<file path="config.mk">
export PLATFORM = sky130hd
export DESIGN_NAME = fir_coeff_bank_ctrl_flat
export DESIGN_NICKNAME = d
export VERILOG_FILES = /design/src/rtl/fir_coeff_bank_ctrl_if.sv /design/src/rtl/fir_coeff_bank_ctrl.sv /design/src/flat_wrapper.sv
export SDC_FILE = /design/constraint.sdc
export NUM_CORES = 1
export LEC_CHECK = 0
export CORE_MARGIN = 2
export CORE_UTILIZATION = 45
export DETAILED_ROUTE_END_ITERATION = 6
export GPL_TIMING_DRIVEN = 0
export PLACE_DENSITY = 0.68
export SETUP_SLACK_MARGIN = 0.3
export SYNTH_ARGS = -nofsm -noshare
export SYNTH_HDL_FRONTEND = slang
export SYNTH_SLANG_ARGS = --single-unit
</file>
<file path="constraint.sdc">
create_clock -name iClk_12M -period 19.7 [get_ports iClk_12M]
set_input_delay 3.94 -clock iClk_12M [delete_from_list [all_inputs] [get_ports iClk_12M]]
set_output_delay 3.94 -clock iClk_12M [all_outputs]
set_load 0.02 [all_outputs]
</file>
<file path="src/rtl/fir_coeff_bank_ctrl_if.sv">
// ---------------------------------------------------------------------------
// fir_coeff_bank_ctrl_if
// Groups the coefficient-write port, the commit request and the outputs of
// the FIR coefficient bank controller.
//   iCoeffWrValid  shadow-bank write request
//   oCoeffWrReady  write accepted when valid & ready
//   iCoeffWrAddr   tap index
//   iCoeffWrData   signed coefficient value
//   iCommit        shadow->active swap request (1-cycle pulse)
//   oEnSample_300k 1-cycle sample strobe shared by all FIR segments
//   oCoeffAll      active bank, tap k at [k*COEFF_W +: COEFF_W]
//   oCommitDone    1-cycle pulse on the cycle after the swap edge
//   oWrErr         1-cycle pulse on a write to an out-of-range tap
//   oBusy          high while a commit is pending
// Modports: slave = controller side, master = software/driver side.
// ---------------------------------------------------------------------------
interface fir_coeff_bank_ctrl_if #(
  parameter int NUM_TAPS = 12,
  parameter int COEFF_W  = 16
);
  localparam int ADDR_W = (NUM_TAPS > 1) ? $clog2(NUM_TAPS) : 1;

  logic                         iCoeffWrValid;
  logic                         oCoeffWrReady;
  logic [ADDR_W-1:0]            iCoeffWrAddr;
  logic signed [COEFF_W-1:0]    iCoeffWrData;
  logic                         iCommit;
  logic                         oEnSample_300k;
  logic [NUM_TAPS*COEFF_W-1:0]  oCoeffAll;
  logic                         oCommitDone;
  logic                         oWrErr;
  logic                         oBusy;

  modport slave (
    input  iCoeffWrValid, iCoeffWrAddr, iCoeffWrData, iCommit,
    output oCoeffWrReady, oEnSample_300k, oCoeffAll, oCommitDone, oWrErr, oBusy
  );

  modport master (
    output iCoeffWrValid, iCoeffWrAddr, iCoeffWrData, iCommit,
    input  oCoeffWrReady, oEnSample_300k, oCoeffAll, oCommitDone, oWrErr, oBusy
  );
endinterface

</file>
<file path="src/rtl/fir_coeff_bank_ctrl.sv">
// ---------------------------------------------------------------------------
// fir_coeff_bank_ctrl
// Upstream control stage for the transposed FIR segments. Divides the system
// clock down to a one-cycle sample strobe every DIV clocks and keeps a
// double-buffered coefficient bank: writes land in the shadow bank, and a
// commit copies shadow to active on a sample boundary so no output sample
// ever mixes old and new coefficients.
// Ports:
//   iClk_12M  system clock
//   iRst      asynchronous reset, active-high
//   bus       fir_coeff_bank_ctrl_if.slave (write port, commit, strobe,
//             active bank and status pulses)
// ---------------------------------------------------------------------------
module fir_coeff_bank_ctrl #(
  parameter int NUM_TAPS = 12,
  parameter int COEFF_W  = 16,
  parameter int DIV      = 40
) (
  input  logic                  iClk_12M,
  input  logic                  iRst,
  fir_coeff_bank_ctrl_if.slave  bus
);

  localparam int ADDR_W = (NUM_TAPS > 1) ? $clog2(NUM_TAPS) : 1;
  localparam int CNT_W  = $clog2(DIV);
  localparam logic [CNT_W-1:0]  CNT_MAX    = CNT_W'(DIV - 1);
  // One extra bit so the bound still compares correctly when NUM_TAPS is a power of two.
  localparam logic [ADDR_W:0]   NUM_TAPS_L = (ADDR_W + 1)'(NUM_TAPS);

  typedef enum logic [1:0] {
    ST_IDLE = 2'd0,
    ST_PEND = 2'd1,
    ST_DONE = 2'd2
  } state_e;

  state_e                              state_q, state_d;
  logic [CNT_W-1:0]                    cnt_q, cnt_d;
  logic                                strobe_q, strobe_d;
  logic [NUM_TAPS-1:0][COEFF_W-1:0]    shadow_q, shadow_d;
  logic [NUM_TAPS-1:0][COEFF_W-1:0]    active_q, active_d;
  logic                                ready_q, ready_d;
  logic                                busy_q, busy_d;
  logic                                done_q, done_d;
  logic                                wr_err_q, wr_err_d;

  logic                                wr_fire_s;
  logic                                addr_ok_s;
  logic                                cnt_wrap_s;

  assign wr_fire_s  = bus.iCoeffWrValid & ready_q;
  assign addr_ok_s  = ({1'b0, bus.iCoeffWrAddr} < NUM_TAPS_L);
  assign cnt_wrap_s = (cnt_q == CNT_MAX);

  // Sample divider: count 0..DIV-1; the strobe flop rises on the edge that wraps the count.
  always_comb begin
    cnt_d    = cnt_q;
    strobe_d = cnt_wrap_s;
    if (cnt_wrap_s) begin
      cnt_d = '0;
    end else begin
      cnt_d = cnt_q + CNT_W'(1);
    end
  end

  // Bank/commit next-state logic; status outputs are computed here and registered below.
  always_comb begin
    state_d  = state_q;
    shadow_d = shadow_q;
    active_d = active_q;
    ready_d  = ready_q;
    busy_d   = busy_q;
    done_d   = 1'b0;
    wr_err_d = 1'b0;
    case (state_q)
      ST_IDLE: begin
        ready_d = 1'b1;
        busy_d  = 1'b0;
        // A write in the same cycle as a commit lands before the swap is armed.
        if (wr_fire_s) begin
          if (addr_ok_s) begin
            for (int k = 0; k < NUM_TAPS; k++) begin
              if (bus.iCoeffWrAddr == ADDR_W'(k)) begin
                shadow_d[k] = bus.iCoeffWrData;
              end else begin
                shadow_d[k] = shadow_q[k];
              end
            end
          end else begin
            wr_err_d = 1'b1;
          end
        end else begin
          wr_err_d = 1'b0;
        end
        if (bus.iCommit) begin
          state_d = ST_PEND;
          ready_d = 1'b0;
          busy_d  = 1'b1;
        end else begin
          state_d = ST_IDLE;
        end
      end
      ST_PEND: begin
        ready_d = 1'b0;
        busy_d  = 1'b1;
        // Swap on the strobe edge itself: segments sampling on this edge still see the old bank.
        if (strobe_q) begin
          active_d = shadow_q;
          state_d  = ST_DONE;
          busy_d   = 1'b0;
          done_d   = 1'b1;
        end else begin
          state_d = ST_PEND;
        end
      end
      ST_DONE: begin
        ready_d = 1'b1;
        busy_d  = 1'b0;
        state_d = ST_IDLE;
      end
      default: begin
        state_d = ST_IDLE;
        ready_d = 1'b0;
        busy_d  = 1'b0;
      end
    endcase
  end

  // State, banks, divider and registered outputs; reset aborts any pending commit.
  always_ff @(posedge iClk_12M or posedge iRst) begin
    if (iRst) begin
      state_q  <= ST_IDLE;
      cnt_q    <= '0;
      strobe_q <= 1'b0;
      shadow_q <= '0;
      active_q <= '0;
      ready_q  <= 1'b0;
      busy_q   <= 1'b0;
      done_q   <= 1'b0;
      wr_err_q <= 1'b0;
    end else begin
      state_q  <= state_d;
      cnt_q    <= cnt_d;
      strobe_q <= strobe_d;
      shadow_q <= shadow_d;
      active_q <= active_d;
      ready_q  <= ready_d;
      busy_q   <= busy_d;
      done_q   <= done_d;
      wr_err_q <= wr_err_d;
    end
  end

  assign bus.oCoeffWrReady  = ready_q;
  assign bus.oEnSample_300k = strobe_q;
  assign bus.oCoeffAll      = active_q;
  assign bus.oCommitDone    = done_q;
  assign bus.oWrErr         = wr_err_q;
  assign bus.oBusy          = busy_q;

endmodule

</file>
<file path="src/flat_wrapper.sv">
// flat-port wrapper written by rule: the top's interface ports become plain ports
module fir_coeff_bank_ctrl_flat 
#(
  parameter int NUM_TAPS = 12,
  parameter int COEFF_W  = 16,
  parameter int DIV      = 40
)
  (iClk_12M, iRst, bus_iCoeffWrValid, bus_iCoeffWrAddr, bus_iCoeffWrData, bus_iCommit, bus_oCoeffWrReady, bus_oEnSample_300k, bus_oCoeffAll, bus_oCommitDone, bus_oWrErr, bus_oBusy);
  fir_coeff_bank_ctrl_if #(.NUM_TAPS(NUM_TAPS), .COEFF_W(COEFF_W)) bus_i ();
  input  logic iClk_12M;
  input  logic iRst;
  input wire logic [$bits(bus_i.iCoeffWrValid)-1:0] bus_iCoeffWrValid;
  input wire logic [$bits(bus_i.iCoeffWrAddr)-1:0] bus_iCoeffWrAddr;
  input wire logic [$bits(bus_i.iCoeffWrData)-1:0] bus_iCoeffWrData;
  input wire logic [$bits(bus_i.iCommit)-1:0] bus_iCommit;
  output wire logic [$bits(bus_i.oCoeffWrReady)-1:0] bus_oCoeffWrReady;
  output wire logic [$bits(bus_i.oEnSample_300k)-1:0] bus_oEnSample_300k;
  output wire logic [$bits(bus_i.oCoeffAll)-1:0] bus_oCoeffAll;
  output wire logic [$bits(bus_i.oCommitDone)-1:0] bus_oCommitDone;
  output wire logic [$bits(bus_i.oWrErr)-1:0] bus_oWrErr;
  output wire logic [$bits(bus_i.oBusy)-1:0] bus_oBusy;
  assign bus_i.iCoeffWrValid = bus_iCoeffWrValid;
  assign bus_i.iCoeffWrAddr = bus_iCoeffWrAddr;
  assign bus_i.iCoeffWrData = bus_iCoeffWrData;
  assign bus_i.iCommit = bus_iCommit;
  assign bus_oCoeffWrReady = bus_i.oCoeffWrReady;
  assign bus_oEnSample_300k = bus_i.oEnSample_300k;
  assign bus_oCoeffAll = bus_i.oCoeffAll;
  assign bus_oCommitDone = bus_i.oCommitDone;
  assign bus_oWrErr = bus_i.oWrErr;
  assign bus_oBusy = bus_i.oBusy;
  fir_coeff_bank_ctrl #(.NUM_TAPS(NUM_TAPS), .COEFF_W(COEFF_W), .DIV(DIV)) u_core (.iClk_12M(iClk_12M), .iRst(iRst), .bus(bus_i));
endmodule
</file>
Word level (Yosys, flattened, before mapping)
Index checks and enable logic that the tools add are counted.

$add $sub $neg: 1. Order comparisons: 1. Eq/ne operators: 14. Multiplexer cells: 14. Bitwise logic cells: 1. Reduce and logical (&&, ||, !) cells: 15.

Operators with widths (count): 4-bit AND reduction (12); 4-bit by 3-bit equality test with 1-bit output (second input constant) (4); 4-bit equality test (second input constant) (4); 1-bit 2-to-1 mux (9); 4-bit by 2-bit equality test with 1-bit output (second input constant) (2); 6-bit by 1-bit adder with 6-bit output (second input constant) (1); 6-bit equality test (second input constant) (1); 6-bit 2-to-1 mux (1); 4-bit by 1-bit equality test with 1-bit output (second input constant) (1); 4-bit logical NOT (1); 4-bit < comparator (second input constant) (1); 1-bit one-hot mux with 2 select lines (2); 2-bit one-hot mux with 2 select lines (1); 2-bit by 1-bit equality test with 1-bit output (second input constant) (1); 2-bit equality test (second input constant) (1); 2-bit logical NOT (1); 2-bit 2-to-1 mux (1); 2-bit AND reduction (1); 1-bit bitwise AND (1).

Register bits: 397. Input port bits: 24. Output and inout bits: 197. Word-level logic and storage cells: 77.

Logic depth before layout (Yosys ltp)
Gate-level depths: netlist of the first run.

Word-level depth: 4. Gate-level depth with buffers: 6. Depth with buffers taken out: 4.

Worst setup path before layout of the first run
No wires, ideal clock.

Kind: input port to flip-flop. Start point: input bus_iCoeffWrAddr[0]. End point: register u_core.shadow_q[16] in the netlist's numbering. Arrival time: 5152 ps. Required time: 19575 ps. Slack: 14423 ps. Stages on the path: 5. Buffers on the path: 2. Path through: buf_2 -> nor4b_4 -> nand2_4 -> buf_6 -> mux2_4.

Cells in the longest elaborated chain, start to end: 2.

Ends and longest elaborated chain: from (decl) (line flat_wrapper.sv:13) `input wire logic [$bits(bus_i.iCoeffWrAddr)-1:0] bus_iCoeffWrAddr;`; 4-bit < comparator or 4-bit by 1-bit equality test with 1-bit output (tied branches) (line fir_coeff_bank_ctrl.sv:51, fir_coeff_bank_ctrl.sv:82); 4-bit AND reduction (no source line) (*); to (signal assigned) (line fir_coeff_bank_ctrl.sv:144) `shadow_q <= shadow_d;`; to (decl) (line fir_coeff_bank_ctrl.sv:39) `logic [NUM_TAPS-1:0][COEFF_W-1:0] shadow_q, shadow_d;`.

Every way passes the cells marked *; elsewhere a longest branch is shown, timed or not. A chain may end at the register's enable or synchronous reset.

Worst setup path in the final report of the first run
Start point: register u_core.done_q, in the netlist u_core.bus.oCommitDone. End point: output bus_oCommitDone.

RTL lines: from (decl) (line fir_coeff_bank_ctrl.sv:43) `logic done_q, done_d;`; from (signal assigned) (line fir_coeff_bank_ctrl.sv:148) `done_q <= done_d;`; to (decl) (line flat_wrapper.sv:19) `output wire logic [$bits(bus_i.oCommitDone)-1:0] bus_oCommitDone;`.

No word-level cell between the ends.

==> impl_metrics.yaml, run 1 <==
global_routing:
  track_usage_pct: 20.2
  use_met2_pct: 32.5
  grt_pass1_wl_um: 53700
  use_met1_pct: 27.7
  top_usage_layer: "met2"
  antenna_found_initial: 0
  grt_max_degree: 133
  use_met3_pct: 4.88
  grt.overflow.total: 0
  grt_pass1_vias: 8679
placement:
  place_area_sq_mm: 0.0179
  io_buffers: 218
  dpl.cell_count: 1548
  place_hpwl_um: 23100
  gp_congestion: 0.742
sta:
  fmax_ghz: 0.174
  period_minus_slack_ps: 5750
  period_share_pct: 29.2
  worst_pin_slew_ps: 1090
  tns_ps: 0
  hold_viol: 0
  fin_worst_skew_ps: 8.34
  slew_headroom_pct: 27.0
  setup_viol: 0
  rsz0062_at_grt: "no"
  slew_viol_final: 0
synth:
  syn_avg_cell_area_sq_um: 17.2
  yosysWarnings: 0
  ys_types: 28
  yosysTopAreaCell: "dfrtp_1"
  postSynth.topFlopCell: "dfrtp_1"
  ys_seq_area_share_pct: 65.4
  synth_edf_count: 0
  synth_area_sq_mm: 0.0151
  synth_area_leaders: "dfrtp_1 65%, mux2_2 24%, mux2_4 6.0%"
  synthesis.nets: 904
  async_flop_share_pct: 100
  synth_common_cells: "395 x dfrtp_1, 324 x mux2_2, 60 x mux2_4"
  synthCells: 879
  yosysTopAreaCellShare_pct: 65.4
  ys_ff_latch: 395
  synth_most_common_cell: "dfrtp_1"
floorplanning:
  die_h_um: 187
  coreArea_sq_mm: 0.0333
  initial_core_util_pct: 45.4
  ios: 221
  fp.dieW_um: 187
  fp-row-count: 67
  dieArea_sq_mm: 0.0350
critical_path:
  crit_buf_inv: 1
  r2r-start: "u_core.bus.oCommitDone$_DFF_PP0_"
  reg2reg_to: "u_core.bus.oCoeffAll[7]$_DFFE_PP0P_"
  worst_ep_required_time_ps: 15760
  cp-start-kind: "flop"
  rrSetupSlack_ps: 17680
  critPathSlowestCell: "clkdlybuf4s50_1"
  worstPathMaxFanout: 7
  crit_path_max_incr_delay_ps: 710
  crit_chain: "clkdlybuf4s50_1"
  worstSetupPathType: "reg2out"
  critical_path.top_delay_family: "buffers and inverters"
  r2r_cells: 6
  worst_ep_arrival_time_ps: 1810
  critPathLaunch: "u_core.bus.oCommitDone$_DFF_PP0_"
  cp-end-kind: "output pin"
power:
  comb_power_share_pct: 4.2
  p_switching_mw: 0.360
  p_leak_nw: 9.83
  peakVddDrop_mv: 0.0687
  powerDensity_mw_per_mm2: 88.2
  pwr-share-clk_pct: 46.9
  seqPwrFrac_pct: 48.9
  internal_power_mw: 1.35
  fin_total_pwr_mw: 1.71
  switching_share_pct: 21.1
clocking:
  htree_levels: 2
  cts_buffers: 42
  clock_path_buffers: 3
  cts_num_sinks: 395
  holdBufCountCts: 0
  cts_tree: "done"
  postCtsSetupBuffers: 0
  clk_latency_ps: 520
  ctsResizeCount: 0
  cts.clk_slew.worst_paths_ps: 60
  cts_root_buf: "clkbuf_16"
drt:
  drt_iter0_markers: 360
  vias: 8141
  via_per_inst: 5.01
  drc: 0
  wire_per_inst_um: 21.3
  first_pass_iters: 4
  final_antenna_net_count: 0
  wl_um: 34600
final_layout:
  final_cells: 1626
  fin_nets: 1169
  area_delta_synth_final_pct: 28.3
  drive_gt1_share_pct: 43.6
  postLayoutCoreUtil_pct: 58.2
  design_area_sq_mm: 0.0194
worst_hold_path:
  min_delay_path_depth: 1
  hold_start: "u_core.cnt_q[0]$_DFF_PP0_"
  worst_hold_path_type: "reg2reg"
  min_to: "u_core.cnt_q[0]$_DFF_PP0_"
status:
  outcome: "finished, final reports clean"
flow_run:
  maxCapViolCount: 0
==> power groups by stage <==
| stage | registers (mW) | logic [mW] | clock network [mW] |
|---|---|---|---|
| 6_report | 0.836 | 0.0713 | 0.802 |
| 5_1_grt | 0.838 | 0.0779 | 0.857 |
| 4_1_cts | 0.836 | 0.0739 | 0.823 |
| 3_5_place_dp | 0.851 | 0.0736 | 0 |
| 3_3_place_gp | 0.851 | 0.0699 | 0 |
| 2_1_floorplan | 0.856 | 0.0325 | 0 |
==> metrics by stage <==
step	setup slack, ps	hold slack (ps)
floorplan	4780	455
global placement	248	477
detailed placement	13670	480
CTS	13910	487
global route	13880	513
finish	13950	483
==> layout make-up <==
type	count	area, sq um
fill	2593	13900
sequential	395	9880
multi-input combinational	426	4920
timing repair buffer	221	2260
clock buffer	65	1300
tap	448	561
buffer	55	293
clock inverter	11	140
inverter	3	18.8
antenna	2	5.00
==> sequential cells by signal (all words and copies together), names as in the netlist <==
name / cells
u_core.bus.oCommitDone: 1
u_core.state_q: 1
u_core.cnt_q: 6
u_core.bus.oCoeffWrReady: 1
u_core.bus.oEnSample_300k: 1
u_core.bus.oCoeffAll: 192
u_core.shadow_q: 192
u_core.bus.oWrErr: 1
==> worst max path at each step <==
stage                                                       to  slack, ps  cells past startpoint
final                                          bus_oCommitDone      13950                      1
after global routing                           bus_oCommitDone      13880                      1
after detailed placement       u_core.shadow_q[56]$_DFFE_PP0P_      13670                      6
after global placement    u_core.bus.oCoeffAll[53]$_DFFE_PP0P_        250                      2
after floorplan            u_core.bus.oCoeffAll[0]$_DFFE_PP0P_       4780                      1
after CTS                                      bus_oCommitDone      13910                      1
==> metal layers <==
layer  wire length, um  part of all wire (%)  vias up
met2             16400                    47      196
met3              2040                   5.9       53
met1             15500                    45     4259
met5                 0                     0        -
met4               778                   2.2        0
li1                  -                     -     3633
==> cell families (layout without fill, tap and decap cells) <==
logic type,Yosys count,after routing,share of synthesized area (%)
xor+xnor,3,3,0.174
compound gates,3,3,0.0994
buf+inv,58,355,2.01
fa+ha+maj,1,1,0.0828
mux,385,385,30.2
other cells,0,2,0
flops,395,395,65.4
simple gates,34,34,2.00
==> layout by cell type (no fill, tap or decap), types with 2 or more instances in the layout <==
cell,count
xor2_1,2
mux2_2,324
nand2_2,3
nor4b_4,2
bufinv_16,3
clkdlybuf4s50_1,218
clkinv_2,5
buf_2,33
diode_2,2
mux2_4,60
nand3_1,4
nor2_1,5
a21oi_1,2
and4b_1,2
clkbuf_1,24
dfrtp_1,395
nand2_1,3
clkbuf_8,14
buf_16,3
nand2_4,6
clkbuf_16,43
nand4_2,3
buf_6,6
No activity file was read; power rests on OpenSTA's default activity.
==> run 2, diff against run 1 <==
- PLACE_DENSITY: 0.68 -> 0.71
- clock period: 19.7 -> 5.1 ns (I/O delays scaled with it)
==> run 2 against run 1 <==
Net effect: combinational power grew to 4.0 times the previous value; die area stayed put; count of clock-buffer cells in the layout decreased by 6; via count up 0.71%; utilization rose by 0.13 points; global-route usage is essentially flat; total power rose to 3.8 times the previous value; critical endpoint unchanged; largest cell class unchanged; largest power group unchanged.
==> impl_metrics.yaml, run 2 (synthesis gave the netlist of run 1 again) <==
clocking:
  clk_latency_ps: 520
  ctsResizeCount: 0
  cts_buffers: 42
  holdBufCountCts: 0
  clock_path_buffers: 3
  cts_num_sinks: 395
  cts_root_buf: "clkbuf_16"
  cts.clk_slew.worst_paths_ps: 60
  cts_tree: "done"
  htree_levels: 2
  postCtsSetupBuffers: 0
drt:
  final_antenna_net_count: 0
  drt_iter0_markers: 328
  drc: 0
  wire_per_inst_um: 21.5
  wl_um: 35000
  vias: 8199
  first_pass_iters: 4
  via_per_inst: 5.05
power:
  p_switching_mw: 1.39
  powerDensity_mw_per_mm2: 338
  comb_power_share_pct: 4.3
  switching_share_pct: 21.2
  peakVddDrop_mv: 0.192
  seqPwrFrac_pct: 49.2
  p_leak_nw: 9.84
  pwr-share-clk_pct: 46.5
  internal_power_mw: 5.17
  fin_total_pwr_mw: 6.56
floorplanning:
  ios: 221
  fp-row-count: 67
  fp.dieW_um: 187
  coreArea_sq_mm: 0.0333
  die_h_um: 187
  dieArea_sq_mm: 0.0350
  initial_core_util_pct: 45.4
critical_path:
  reg2reg_to: "u_core.shadow_q[67]$_DFFE_PP0P_"
  worst_ep_arrival_time_ps: 1870
  worstPathMaxFanout: 7
  rrSetupSlack_ps: 3080
  crit_buf_inv: 1
  crit_chain: "clkdlybuf4s50_1"
  critPathSlowestCell: "clkdlybuf4s50_1"
  crit_path_max_incr_delay_ps: 730
  crit_cells: 1
  worstSetupPathType: "reg2out"
  cp-start-kind: "flop"
  worst_ep_required_time_ps: 4080
  r2r_cells: 4
  critical_path.top_delay_family: "buffers and inverters"
  cp-end-kind: "output pin"
  r2r-start: "u_core.bus.oCommitDone$_DFF_PP0_"
sta:
  fmax_ghz: 0.346
  period_minus_slack_ps: 2890
  period_share_pct: 56.6
  holdWs_ps: 491
  setup_viol: 0
  slew_viol_final: 0
  worst_pin_slew_ps: 1050
  fin_worst_skew_ps: 7.65
  rsz0062_at_grt: "no"
  slew_headroom_pct: 29.8
  hold_viol: 0
final_layout:
  multi_input_comb_area_sq_mm: 0.00492
  seq_area_sq_mm: 0.00988
  fin_nets: 1175
  postLayoutCoreUtil_pct: 58.4
  area_delta_synth_final_pct: 28.6
  drive_gt1_share_pct: 43.8
  layout.cells.most_common: "dfrtp_1"
  fillers: 2625
  antenna_cells: 0
  final_cell_mix: "395 x dfrtp_1, 324 x mux2_2, 218 x clkdlybuf4s50_1"
placement:
  place_hpwl_um: 23600
  io_buffers: 218
  gp_congestion: 0.745
worst_hold_path:
  min_delay_path_depth: 1
  hold_start: "u_core.cnt_q[0]$_DFF_PP0_"
  worst_hold_path_type: "reg2reg"
  min_to: "u_core.cnt_q[0]$_DFF_PP0_"
global_routing:
  grt.overflow.total: 0
  grt_pass1_wl_um: 53800
  track_usage_pct: 20.2
  grt_pass1_vias: 8719
  antenna_found_initial: 0
  grt_max_degree: 46
status:
  outcome: "finished, final reports clean"
flow_run:
  maxCapViolCount: 0
-- run 2: cell types whose count changed in the layout (fill, tap and decap cells not counted), sizes merged --
cell,delta
clkinvlp,+1
inv,-1
clkinv,+1
clkbuf,-6
buf,+6
diode,-2
-- run 2: final cells by class --
class / instances / share of cell area (%)
buffer: 55 / 1.51
clock buffer: 59 / 6.43
clock inverter: 12 / 0.741
inverter: 3 / 0.0773
multi-input combinational: 426 / 25.3
sequential: 395 / 50.9
tap: 448 / 2.89
timing repair buffer: 227 / 12.2
-- run 2: worst max-delay path by stage --
| stage | startpoint | end | slack, ps |
|---|---|---|---|
| finish | u_core.bus.oCommitDone$_DFF_PP0_ | bus_oCommitDone | 2210 |
| global route | u_core.bus.oCommitDone$_DFF_PP0_ | bus_oCommitDone | 2170 |
| CTS | u_core.bus.oCommitDone$_DFF_PP0_ | bus_oCommitDone | 2190 |
| detailed placement | bus_iCoeffWrAddr[2] | u_core.shadow_q[53]$_DFFE_PP0P_ | 1950 |
| global placement | iRst | u_core.bus.oCoeffAll[56]$_DFFE_PP0P_ | -3670 |
| floorplan | iRst | u_core.bus.oCoeffAll[0]$_DFFE_PP0P_ | -1240 |
-- run 2: power by group through the flow --
stage               combinational (mW)  clock, mW  sequential [mW]
global placement                 0.268          0             3.29
detailed placement               0.291          0             3.29
floorplan                        0.126          0             3.31
global route                     0.309       3.25             3.24
CTS                              0.292       3.12             3.23
finish                           0.282       3.05             3.23
-- run 2: routing by layer --
layer | part of all wire, % | vias up | track usage, %
li1 | - | 3639 | -
met1 | 45 | 4338 | 27.7
met2 | 48 | 177 | 33.2
met3 | 4.9 | 45 | 4.41
met4 | 1.8 | 0 | 4.88
met5 | 0 | - | 0
-- run 2: metrics by stage --
step	setup TNS (ps)	std cells	instance area [sq um]	setup WS, ps
2_1_floorplan	-488150	879	15100	-1240
3_3_place_gp	-1436900	1545	17900	-3670
3_5_place_dp	0	1554	18000	1950
4_1_cts	0	1625	19400	2190
5_1_grt	0	1625	19400	2170
6_report	0	1625	19400	2210
==> run 3, diff against run 2 <==
- clock period: 5.1 -> 2.45 ns (I/O delays scaled with it)
==> run 3 against run 2 <==
Net effect: utilization hardly changed; die area did not move; non-clock buffer count stayed put; total power rose by 110%; clock power rose by 110%; worst hold slack worse by 17 ps; count of clock-buffer cells in the layout stayed put; critical path depth up 5; critical path type is now in2reg; highest routed layer unchanged.
==> impl_metrics.yaml, run 3 (synthesis gave the netlist of run 1 again) <==
clocking:
  cts_tree: "done"
  cts.clk_slew.worst_paths_ps: 50
  cts_num_sinks: 395
  htree_levels: 2
  clk_latency_ps: 520
  holdBufCountCts: 0
  cts_root_buf: "clkbuf_16"
  cts_buffers: 42
  clock_path_buffers: 3
sta:
  fmax_ghz: 0.482
  period_share_pct: 84.7
  worst_pin_slew_ps: 1060
  slew_headroom_pct: 29.3
  fin_worst_skew_ps: 7.65
  setup_viol: 0
  slew_viol_final: 0
  rsz0062_at_grt: "no"
  hold_viol: 0
  period_minus_slack_ps: 2080
  holdWs_ps: 474
final_layout:
  drive_gt1_share_pct: 43.8
  final_cells: 1625
  area_delta_synth_final_pct: 28.6
  design_area_sq_mm: 0.0194
  fin_nets: 1175
  layout.cells.most_common: "dfrtp_1"
  final_cell_mix: "394 x dfrtp_1, 324 x mux2_2, 217 x clkdlybuf4s50_1"
  antenna_cells: 0
drt:
  drc: 0
  via_per_inst: 5.04
  final_antenna_net_count: 0
  first_pass_iters: 4
  wl_um: 35000
  drt_iter0_markers: 328
  vias: 8187
  wire_per_inst_um: 21.5
placement:
  gp_congestion: 0.745
  dpl.cell_count: 1554
  place_hpwl_um: 23600
  io_buffers: 218
  place_area_sq_mm: 0.0180
critical_path:
  critical_path.top_delay_family: "buffers and inverters"
  cp-end-kind: "flop"
  crit_path_max_incr_delay_ps: 460
  crit_top_cell: "buf_2"
  r2r-start: "u_core.state_q[0]$_DFF_PP0_"
  worstPathMaxFanout: 10
  cp-start-kind: "primary input"
  crit_buf_inv: 3
  critPathLaunch: "bus_iCoeffWrAddr[2]"
  worst_ep_required_time_ps: 2850
  critPathSlowestCell: "clkdlybuf4s50_1"
  worstSetupPathType: "in2reg"
  worst_ep_arrival_time_ps: 2480
  crit_chain: "clkdlybuf4s50_1 -> and4bb_2 -> buf_2 -> nand4_2 -> buf_2 -> mux2_2"
global_routing:
  antenna_found_initial: 0
  grt.overflow.total: 0
  grt_max_degree: 46
  grt_pass1_wl_um: 53800
  track_usage_pct: 20.2
  grt_pass1_vias: 8719
floorplanning:
  fp.dieW_um: 187
  ios: 221
  die_h_um: 187
  dieArea_sq_mm: 0.0350
  fp-row-count: 67
  coreArea_sq_mm: 0.0333
  initial_core_util_pct: 45.4
power:
  peakVddDrop_mv: 0.400
  fin_total_pwr_mw: 13.7
  powerDensity_mw_per_mm2: 704
  p_leak_nw: 9.85
worst_hold_path:
  worst_hold_path_type: "in2async"
flow_run:
  maxCapViolCount: 0
status:
  outcome: "finished, final reports clean"
==> run 3: changes by cell type in the layout (fill, tap and decap cells not counted), sizes merged <==
cell,change
buf,-1
clkbuf,+1
clkdlybuf4s50,-1
dlygate4sd2,+1
==> run 3: what timing repair did <==
item | CTS | global route
resized for setup | 2 | 1
buffers inserted | 0 | 0
setup endpoints to repair | 1 | 2
gates cloned | 0 | 0
pin swaps | 0 | 0
==> run 3: cell type report <==
type                       instances  area (sq um)
inverter                           3          15.0
buffer                            55           295
timing repair buffer             227          2360
fill                            2626         13900
clock buffer                      59          1250
tap                              448           561
multi-input combinational        426          4920
clock inverter                    12           144
sequential                       395          9890
==> run 3: where the power goes <==
| group | internal [mW] | switching [mW] |
|---|---|---|
| logic | 0.252 | 0.336 |
| registers | 6.66 | 0.0692 |
| clock network | 3.86 | 2.50 |
| total | 10.8 | 2.90 |
==> run 3: path summary, 6_finish.rpt <==
check / endpoint / slack (ps) / depth (start not counted)
setup / recovery: u_core.shadow_q[57]$_DFFE_PP0P_ / 370 / 6
hold / removal: u_core.shadow_q[130]$_DFFE_PP0P_ / 470 / 2
setup reg to reg: u_core.shadow_q[67]$_DFFE_PP0P_ / 440 / 5
hold reg to reg: u_core.cnt_q[0]$_DFF_PP0_ / 490 / 1
max in group asynchronous: u_core.bus.oCoeffAll[44]$_DFFE_PP0P_ / 690 / 5
min in group iClk_12M: u_core.cnt_q[0]$_DFF_PP0_ / 490 / 1
==> run 3: metrics by stage <==
stage	TNS, ps	util (%)	worst slack (ps)
after floorplan	-1325550	-	-3360
after global placement	-2277040	53.6	-5790
after detailed placement	-3970	54.2	-173
after CTS	0	58.4	372
after global routing	0	58.4	303
final	0	58.4	375
==> run 3: layer usage <==
layer / vias to the layer above / part of all wire (%) / track usage, % / wire length (um)
met5: - / 0 / 0 / 0
met4: 0 / 1.8 / 4.88 / 643
met3: 49 / 4.9 / 4.41 / 1720
met2: 173 / 48 / 33.2 / 16700
met1: 4324 / 45 / 27.7 / 15900
li1: 3641 / - / - / -
